===== src/rtl/usb_tx.sv =====
// USB full-speed packet transmitter: SYNC/PID/payload/CRC16 with NRZI, bit stuffing and EOP.
// Optional feature macro USB_TX_CRC16_EN: when defined, the CRC16 trailer is generated here.
module usb_tx (
    input  logic       clk,
    input  logic       rst,
    input  logic [2:0] TX_packet,
    input  logic [7:0] TX_packet_data,
    input  logic [6:0] buffer_occupancy,
    output logic       get_TX_packet_data,
    output logic       dp_out,
    output logic       dm_out,
    output logic       TX_transfer_active,
    output logic       TX_error
);

    typedef enum logic [3:0] {
        S_IDLE    = 4'd0,
        S_SYNC    = 4'd1,
        S_PID     = 4'd2,
        S_LOAD    = 4'd3,
        S_DATA    = 4'd4,
`ifdef USB_TX_CRC16_EN
        S_CRC_LO  = 4'd5,
        S_CRC_HI  = 4'd6,
`endif
        S_EOP_SE0 = 4'd7,
        S_EOP_J   = 4'd8
    } state_t;

    state_t      r_state;
    logic [2:0]  r_pkt;
    logic [6:0]  r_pop_left;
    logic [6:0]  r_tx_left;
    logic [7:0]  r_shift;
    logic [7:0]  r_fifo_byte;
    logic [3:0]  r_bit_cnt;
    logic [1:0]  r_cell;
    logic [2:0]  r_ones;
    logic        r_level;
    logic        r_pop;
    logic        r_pop_d;
    logic        r_dp;
    logic        r_dm;
    logic        r_active;
    logic        r_error;
`ifdef USB_TX_CRC16_EN
    logic [15:0] r_crc;

    // Reflected 0x8005 (0xA001), payload bits taken LSB first.
    function automatic logic [15:0] crc16_byte(input logic [15:0] crc, input logic [7:0] d);
        logic [15:0] c;
        c = crc;
        for (int i = 0; i < 8; i++)
            c = (c[0] ^ d[i]) ? ((c >> 1) ^ 16'hA001) : (c >> 1);
        return c;
    endfunction
`endif

    logic       w_is_data;
    logic       w_req_data;
    logic       w_req_valid;
    logic [3:0] w_pid;
    logic       w_cell_end;
    logic       w_stuff;
    logic       w_byte_end;
    state_t     w_next_state;
    logic [7:0] w_next_byte;
    logic       w_load_payload;
    logic [7:0] w_src;
    logic       w_bit;
    logic       w_new_level;

    assign w_is_data   = (r_pkt == 3'd1) || (r_pkt == 3'd2);
    assign w_req_data  = (TX_packet == 3'd1) || (TX_packet == 3'd2);
    assign w_req_valid = (TX_packet != 3'd0) && (TX_packet <= 3'd5)
                         && !(w_req_data && (buffer_occupancy > 7'd64));
    assign w_cell_end  = (r_cell == 2'd3);
    assign w_stuff     = (r_ones == 3'd6);
    assign w_byte_end  = (r_bit_cnt == 4'd8);
    assign w_src       = w_byte_end ? w_next_byte : r_shift;
    assign w_bit       = !w_stuff && w_src[0];
    // NRZI: a 0 (sent or stuffed) toggles the line, a 1 holds it.
    assign w_new_level = w_bit ? r_level : ~r_level;

    always_comb begin
        case (r_pkt)
            3'd1:    w_pid = 4'h3;
            3'd2:    w_pid = 4'hB;
            3'd3:    w_pid = 4'h2;
            3'd4:    w_pid = 4'hA;
            3'd5:    w_pid = 4'hE;
            default: w_pid = 4'h0;
        endcase
    end

    // Byte that follows the one currently on the wire, and the state that owns it.
    always_comb begin
        // NOTE: every combinational output gets a default first so no latch is inferred.
        w_next_state   = S_IDLE;
        w_next_byte    = 8'h00;
        w_load_payload = 1'b0;
        case (r_state)
            S_SYNC: begin
                w_next_state = S_PID;
                w_next_byte  = {~w_pid, w_pid};
            end
            S_PID, S_LOAD, S_DATA: begin
                if (!w_is_data) begin
                    w_next_state = S_EOP_SE0;
                end else if (r_tx_left != 7'd0) begin
                    w_next_state   = S_LOAD;
                    w_next_byte    = r_fifo_byte;
                    w_load_payload = 1'b1;
                end else begin
`ifdef USB_TX_CRC16_EN
                    w_next_state = S_CRC_LO;
                    w_next_byte  = ~r_crc[7:0];
`else
                    w_next_state = S_EOP_SE0;
`endif
                end
            end
`ifdef USB_TX_CRC16_EN
            S_CRC_LO: begin
                w_next_state = S_CRC_HI;
                w_next_byte  = ~r_crc[15:8];
            end
            S_CRC_HI: w_next_state = S_EOP_SE0;
`endif
            default: ;
        endcase
    end

    always_ff @(posedge clk) begin
        // NOTE: sequential state uses non-blocking assignments only.
        if (rst) begin
            r_state     <= S_IDLE;
            r_pkt       <= 3'd0;
            r_pop_left  <= 7'd0;
            r_tx_left   <= 7'd0;
            r_shift     <= 8'h00;
            r_fifo_byte <= 8'h00;
            r_bit_cnt   <= 4'd0;
            r_cell      <= 2'd0;
            r_ones      <= 3'd0;
            r_level     <= 1'b1;
            r_pop       <= 1'b0;
            r_pop_d     <= 1'b0;
            r_dp        <= 1'b1;
            r_dm        <= 1'b0;
            r_active    <= 1'b0;
            r_error     <= 1'b0;
`ifdef USB_TX_CRC16_EN
            r_crc       <= 16'hFFFF;
`endif
        end else begin
            r_error <= 1'b0;
            r_pop   <= 1'b0;
            r_pop_d <= r_pop;
            if (r_pop_d)
                r_fifo_byte <= TX_packet_data;
            case (r_state)
                S_IDLE: begin
                    r_level  <= 1'b1;
                    r_dp     <= 1'b1;
                    r_dm     <= 1'b0;
                    r_active <= 1'b0;
                    if (w_req_valid) begin
                        // First SYNC bit (a 0) goes out on this edge: J -> K.
                        r_pkt      <= TX_packet;
                        r_pop_left <= w_req_data ? buffer_occupancy : 7'd0;
                        r_tx_left  <= w_req_data ? buffer_occupancy : 7'd0;
                        r_state    <= S_SYNC;
                        r_level    <= 1'b0;
                        r_dp       <= 1'b0;
                        r_dm       <= 1'b1;
                        r_shift    <= 8'h40;
                        r_bit_cnt  <= 4'd1;
                        r_cell     <= 2'd0;
                        r_ones     <= 3'd0;
                        r_active   <= 1'b1;
`ifdef USB_TX_CRC16_EN
                        r_crc      <= 16'hFFFF;
`endif
                    end else if (TX_packet != 3'd0) begin
                        r_error <= 1'b1;
                    end
                end
                S_EOP_SE0: begin
                    r_cell <= r_cell + 2'd1;
                    if (w_cell_end) begin
                        r_bit_cnt <= r_bit_cnt + 4'd1;
                        if (r_bit_cnt == 4'd1) begin
                            r_state <= S_EOP_J;
                            r_dp    <= 1'b1;
                            r_dm    <= 1'b0;
                        end
                    end
                end
                S_EOP_J: begin
                    r_cell <= r_cell + 2'd1;
                    if (w_cell_end) begin
                        r_state   <= S_IDLE;
                        r_active  <= 1'b0;
                        r_bit_cnt <= 4'd0;
                    end
                end
                default: begin
                    r_cell <= r_cell + 2'd1;
                    if (r_state == S_LOAD) begin
                        // Prefetch the following byte while this one is serialised.
                        r_state <= S_DATA;
                        if (r_pop_left != 7'd0) begin
                            r_pop      <= 1'b1;
                            r_pop_left <= r_pop_left - 7'd1;
                        end
                    end else if (w_cell_end) begin
                        if (!w_stuff && w_byte_end && (w_next_state == S_EOP_SE0)) begin
                            r_state   <= S_EOP_SE0;
                            r_dp      <= 1'b0;
                            r_dm      <= 1'b0;
                            r_bit_cnt <= 4'd0;
                        end else begin
                            r_level <= w_new_level;
                            r_dp    <= w_new_level;
                            r_dm    <= ~w_new_level;
                            r_ones  <= w_bit ? (r_ones + 3'd1) : 3'd0;
                            if (!w_stuff) begin
                                r_shift   <= {1'b0, w_src[7:1]};
                                r_bit_cnt <= w_byte_end ? 4'd1 : (r_bit_cnt + 4'd1);
                                if (w_byte_end) begin
                                    r_state <= w_next_state;
                                    if (w_load_payload) begin
                                        r_tx_left <= r_tx_left - 7'd1;
`ifdef USB_TX_CRC16_EN
                                        r_crc     <= crc16_byte(r_crc, r_fifo_byte);
`endif
                                    end
                                    if ((r_state == S_SYNC) && (r_pop_left != 7'd0)) begin
                                        r_pop      <= 1'b1;
                                        r_pop_left <= r_pop_left - 7'd1;
                                    end
                                end
                            end
                        end
                    end
                end
            endcase
        end
    end

    assign get_TX_packet_data = r_pop;
    assign dp_out             = r_dp;
    assign dm_out             = r_dm;
    assign TX_transfer_active = r_active;
    assign TX_error           = r_error;

endmodule


===== config.mk =====
export PLATFORM = sky130hd
export DESIGN_NAME = usb_tx
export DESIGN_NICKNAME = d
export VERILOG_FILES = /design/src/rtl/usb_tx.sv
export SDC_FILE = /design/constraint.sdc
export NUM_CORES = 1
export LEC_CHECK = 0
export ABC_AREA = 1
export BUFFER_PORTS_ARGS = -buffer_cell sky130_fd_sc_hd__buf_2
export CORE_ASPECT_RATIO = 1.2
export CORE_UTILIZATION = 40
export DETAILED_ROUTE_END_ITERATION = 7
export SYNTH_ARGS = -nofsm -noshare
export SYNTH_HDL_FRONTEND = slang
export SYNTH_SLANG_ARGS = --single-unit

===== constraint.sdc =====
create_clock -name clk -period 4 [get_ports clk]
set_clock_uncertainty 0.1 [all_clocks]
set_input_delay 0.8 -clock clk [delete_from_list [all_inputs] [get_ports clk]]
set_output_delay 0.8 -clock clk [all_outputs]
set_load 0.1 [all_outputs]

==> qor.txt <==
final worst-path cycle share -> 0.636
initial antenna violation count -> 0
end of the worst register-to-register path -> r_tx_left[6]
Mapped Nets -> 498
FF+latch count, synth -> 52
clock slew at reported path FFs -> 100 ps
row count -> 35
post-synthesis compound-gate area fraction -> 0.182
port bufs -> 24
post-synth top area cell -> dfxtp_1
Nets -> 517
slew at the pin closest to its max-slew limit -> 857 ps
startpoint of the worst hold path -> get_TX_packet_data
CP Data Arrival Time -> 2660 ps
ANT cells -> 0
Max Cap Viol -> 0
RePlAce Congestion -> 0.851
Die Y -> 99.6 um
FMAX -> 393 MHz
largest net degree at the start of global routing -> 31
vias per inst -> 5.07
die width -> 83.3 um
largest cells by area after synthesis -> dfxtp_1, nand2_1, a21oi_1
Max rail drop VDD -> 0.000424 V
final hold viol count -> 0
die area -> 0.00830 mm2
Post-DP Area -> 0.00335 mm2
post-route ant nets -> 0
clock latency at the later pin of the worst-skew pair -> 320 ps
CTS tree -> done
adder-cell share of the synthesized area -> 0.0355
Seq/Total Area, Yosys -> 0.328
Slew headroom -> 0.428
Crit path buffers/inverters -> 2
share of the synthesized area in the top cell type -> 0.328
top-count cell post-synth -> nand2_1
wl on met1 -> 3470 um
status -> complete, no violations
final core occ -> 0.449
Ys Warns -> 0
I/O pin count -> 25
Seq. cell area -> 0.00104 mm2
Critical Path Start -> r_bit_cnt[0]
Slew Viols, Final -> 0
post-synthesis mux area share -> 0
Starting Density -> 0.414
routed len/inst -> 12.7 um
Synth Area in Simple Gates -> 0.336
Post-synth EDFFs -> 0
Post-DP HPWL -> 5460 um
crit-path max cell delay -> 410 ps
CTS buffer count -> 5
layout cells sized above 1 -> 0.164
Critical Path Fanout Max -> 12
Setup crit end -> r_tx_left[6]
setup bufs post-CTS -> 0
Synth Area per Inst -> 6.77 um2
Distinct cells, synth -> 43
CTS Buffer Depth -> 2
# hold bufs at CTS -> 0
total power draw -> 2620 uW
Min Clock Period, post-route -> 2540 ps
vias -> 2945
largest family of logic cells by synthesized area -> simple AND/OR/NAND/NOR gates
Power Density -> 761 mW/mm2
Top Metal Used -> met4
Netlist Area Pre-Place -> 0.00318 mm2
post-cts sizing count -> 0
Crit-path slowest cell -> dfxtp_1
Crit Path Class -> flop to flop
iteration count of the initial detailed-routing pass -> 4
met3 routed wirelength -> 258 um
# DRC -> 0
first-pass GRT wire length -> 12800 um
xor and xnor fraction of the mapped netlist area -> 0.0221
Design Area, Final -> 0.00344 mm2
vias in the first global route -> 2848
Hold/Removal Path Class -> flop to flop
critical path cell sequence -> inv_1 -> ha_1 -> nand3_1 -> nor2_1 -> nand3_2 -> nand2_2 -> inv_2 -> nand3_2 -> nor2_4 -> nand2_2 -> nand2_1 -> o21ai_1 -> and2_1
r2r startpoint -> r_bit_cnt[0]
Synth Instances -> 469
Root Buffer Master -> clkbuf_8
Post-synth top cells -> nand2_1, dfxtp_1, inv_1
CTS Sinks -> 52
WL final -> 7360 um
Core Region -> 0.00766 mm2
WP data required -> 4120 ps
H-tree levels -> 2
setup TNS -> 0 ps
area of the multi-input gates -> 0.00183 mm2
total track usage -> 0.190
number of setup violations in the final report -> 0
ys flop type -> dfxtp_1
r2r setup slk -> 1460 ps
unrepaired setup endpoints after global routing -> false
Startpoint Class -> flop
FILL cells -> 790
Lkg Pwr -> 0.00152 uW
total grt overflow -> 0
crit path capture type -> flop
worst reg-to-reg path cell count -> 13
Layout area overhead -> 8.43%
fraction of registers with async set/reset -> 0
met2 wire length -> 3480 um
Crit path max-delay family -> simple AND/OR/NAND/NOR gates
instance count on the critical path -> 13
initial DRC count -> 135
## tightest hold or removal path, cell delays in order, from the launching register on
cell and delay [ps]:
dfxtp_1 320, inv_1 50, nor2_1 30
## cell type report
| type | count | area share |
|---|---|---|
| repair buffers | 24 | 0.0349 |
| clock inverters | 2 | 0.00472 |
| multi-input cells | 343 | 0.532 |
| inverters | 62 | 0.0719 |
| flip-flops and latches | 52 | 0.302 |
| clock buffers | 6 | 0.0211 |
| well taps | 92 | 0.0334 |
## logic make-up (layout without fill, tap and decap cells)
family,count (synthesis),count (layout)
AOI/OAI and AO/OA,100,100
adders and majority gates,9,9
xor gates and xnor gates,8,8
DFF,52,52
and+or+nand+nor,226,226
buffers and inverters,74,94
## through the flow
stage                     setup slack [ps]  hold slack [ps]  cells
after CTS                             1460              333    581
after detailed placement              1270              316    573
after global placement                1360              317    573
final                                 1460              329    581
after global routing                  1260              347    581
after floorplan                       1850              329    469
## layout by cell type, fill, tap and decap left out, types with 2 or more instances in the layout
master / n
nand3_2: 6
buf_2: 24
inv_1: 51
or2_2: 2
dfxtp_1: 52
nor3_1: 10
xor2_1: 7
o211ai_1: 2
nand4_1: 2
clkbuf_8: 5
nor2_4: 5
nand2_1: 114
o21ai_1: 3
inv_2: 8
nor2_1: 42
a21oi_4: 2
nand2_4: 2
o21bai_1: 2
o22ai_1: 5
ha_1: 9
a21oi_2: 4
a211oi_1: 2
a21oi_1: 44
o21ai_0: 30
nor2_2: 4
nand2_2: 8
nand3_1: 25
clkinv_4: 2
a31oi_1: 2
## power breakdown
| group | internal [uW] | switching, uW | total (uW) |
|---|---|---|---|
| combinational | 480 | 1090 | 1570 |
| sequential | 637 | 101 | 738 |
| clock | 125 | 188 | 313 |
| total | 1240 | 1380 | 2620 |
## worst min-delay path by stage
stage / cells after the start / slack, ps / to
floorplan: 2 / 330 / r_fifo_byte[1]
global placement: 2 / 320 / r_pop_d
finish: 2 / 330 / r_pop_d
global route: 2 / 350 / r_pop_d
detailed placement: 2 / 320 / r_pop_d
CTS: 2 / 330 / r_pop_d
## metal layers
metal  global-route usage  up-vias
met5                    0        -
met4               0.0796        0
met3               0.0307       12
met2                0.327       61
met1                0.235     1316
li1                     -     1556
## registers in the layout, indices dropped and copies added, names as in the netlist, 2 cells and up
signal and flops:
r_state 4, r_fifo_byte 8, r_tx_left 7, r_pkt 3, r_shift 7, r_pop_left 7, r_bit_cnt 4, r_cell 2
r_ones 3
(Power assumes the default switching activity.)
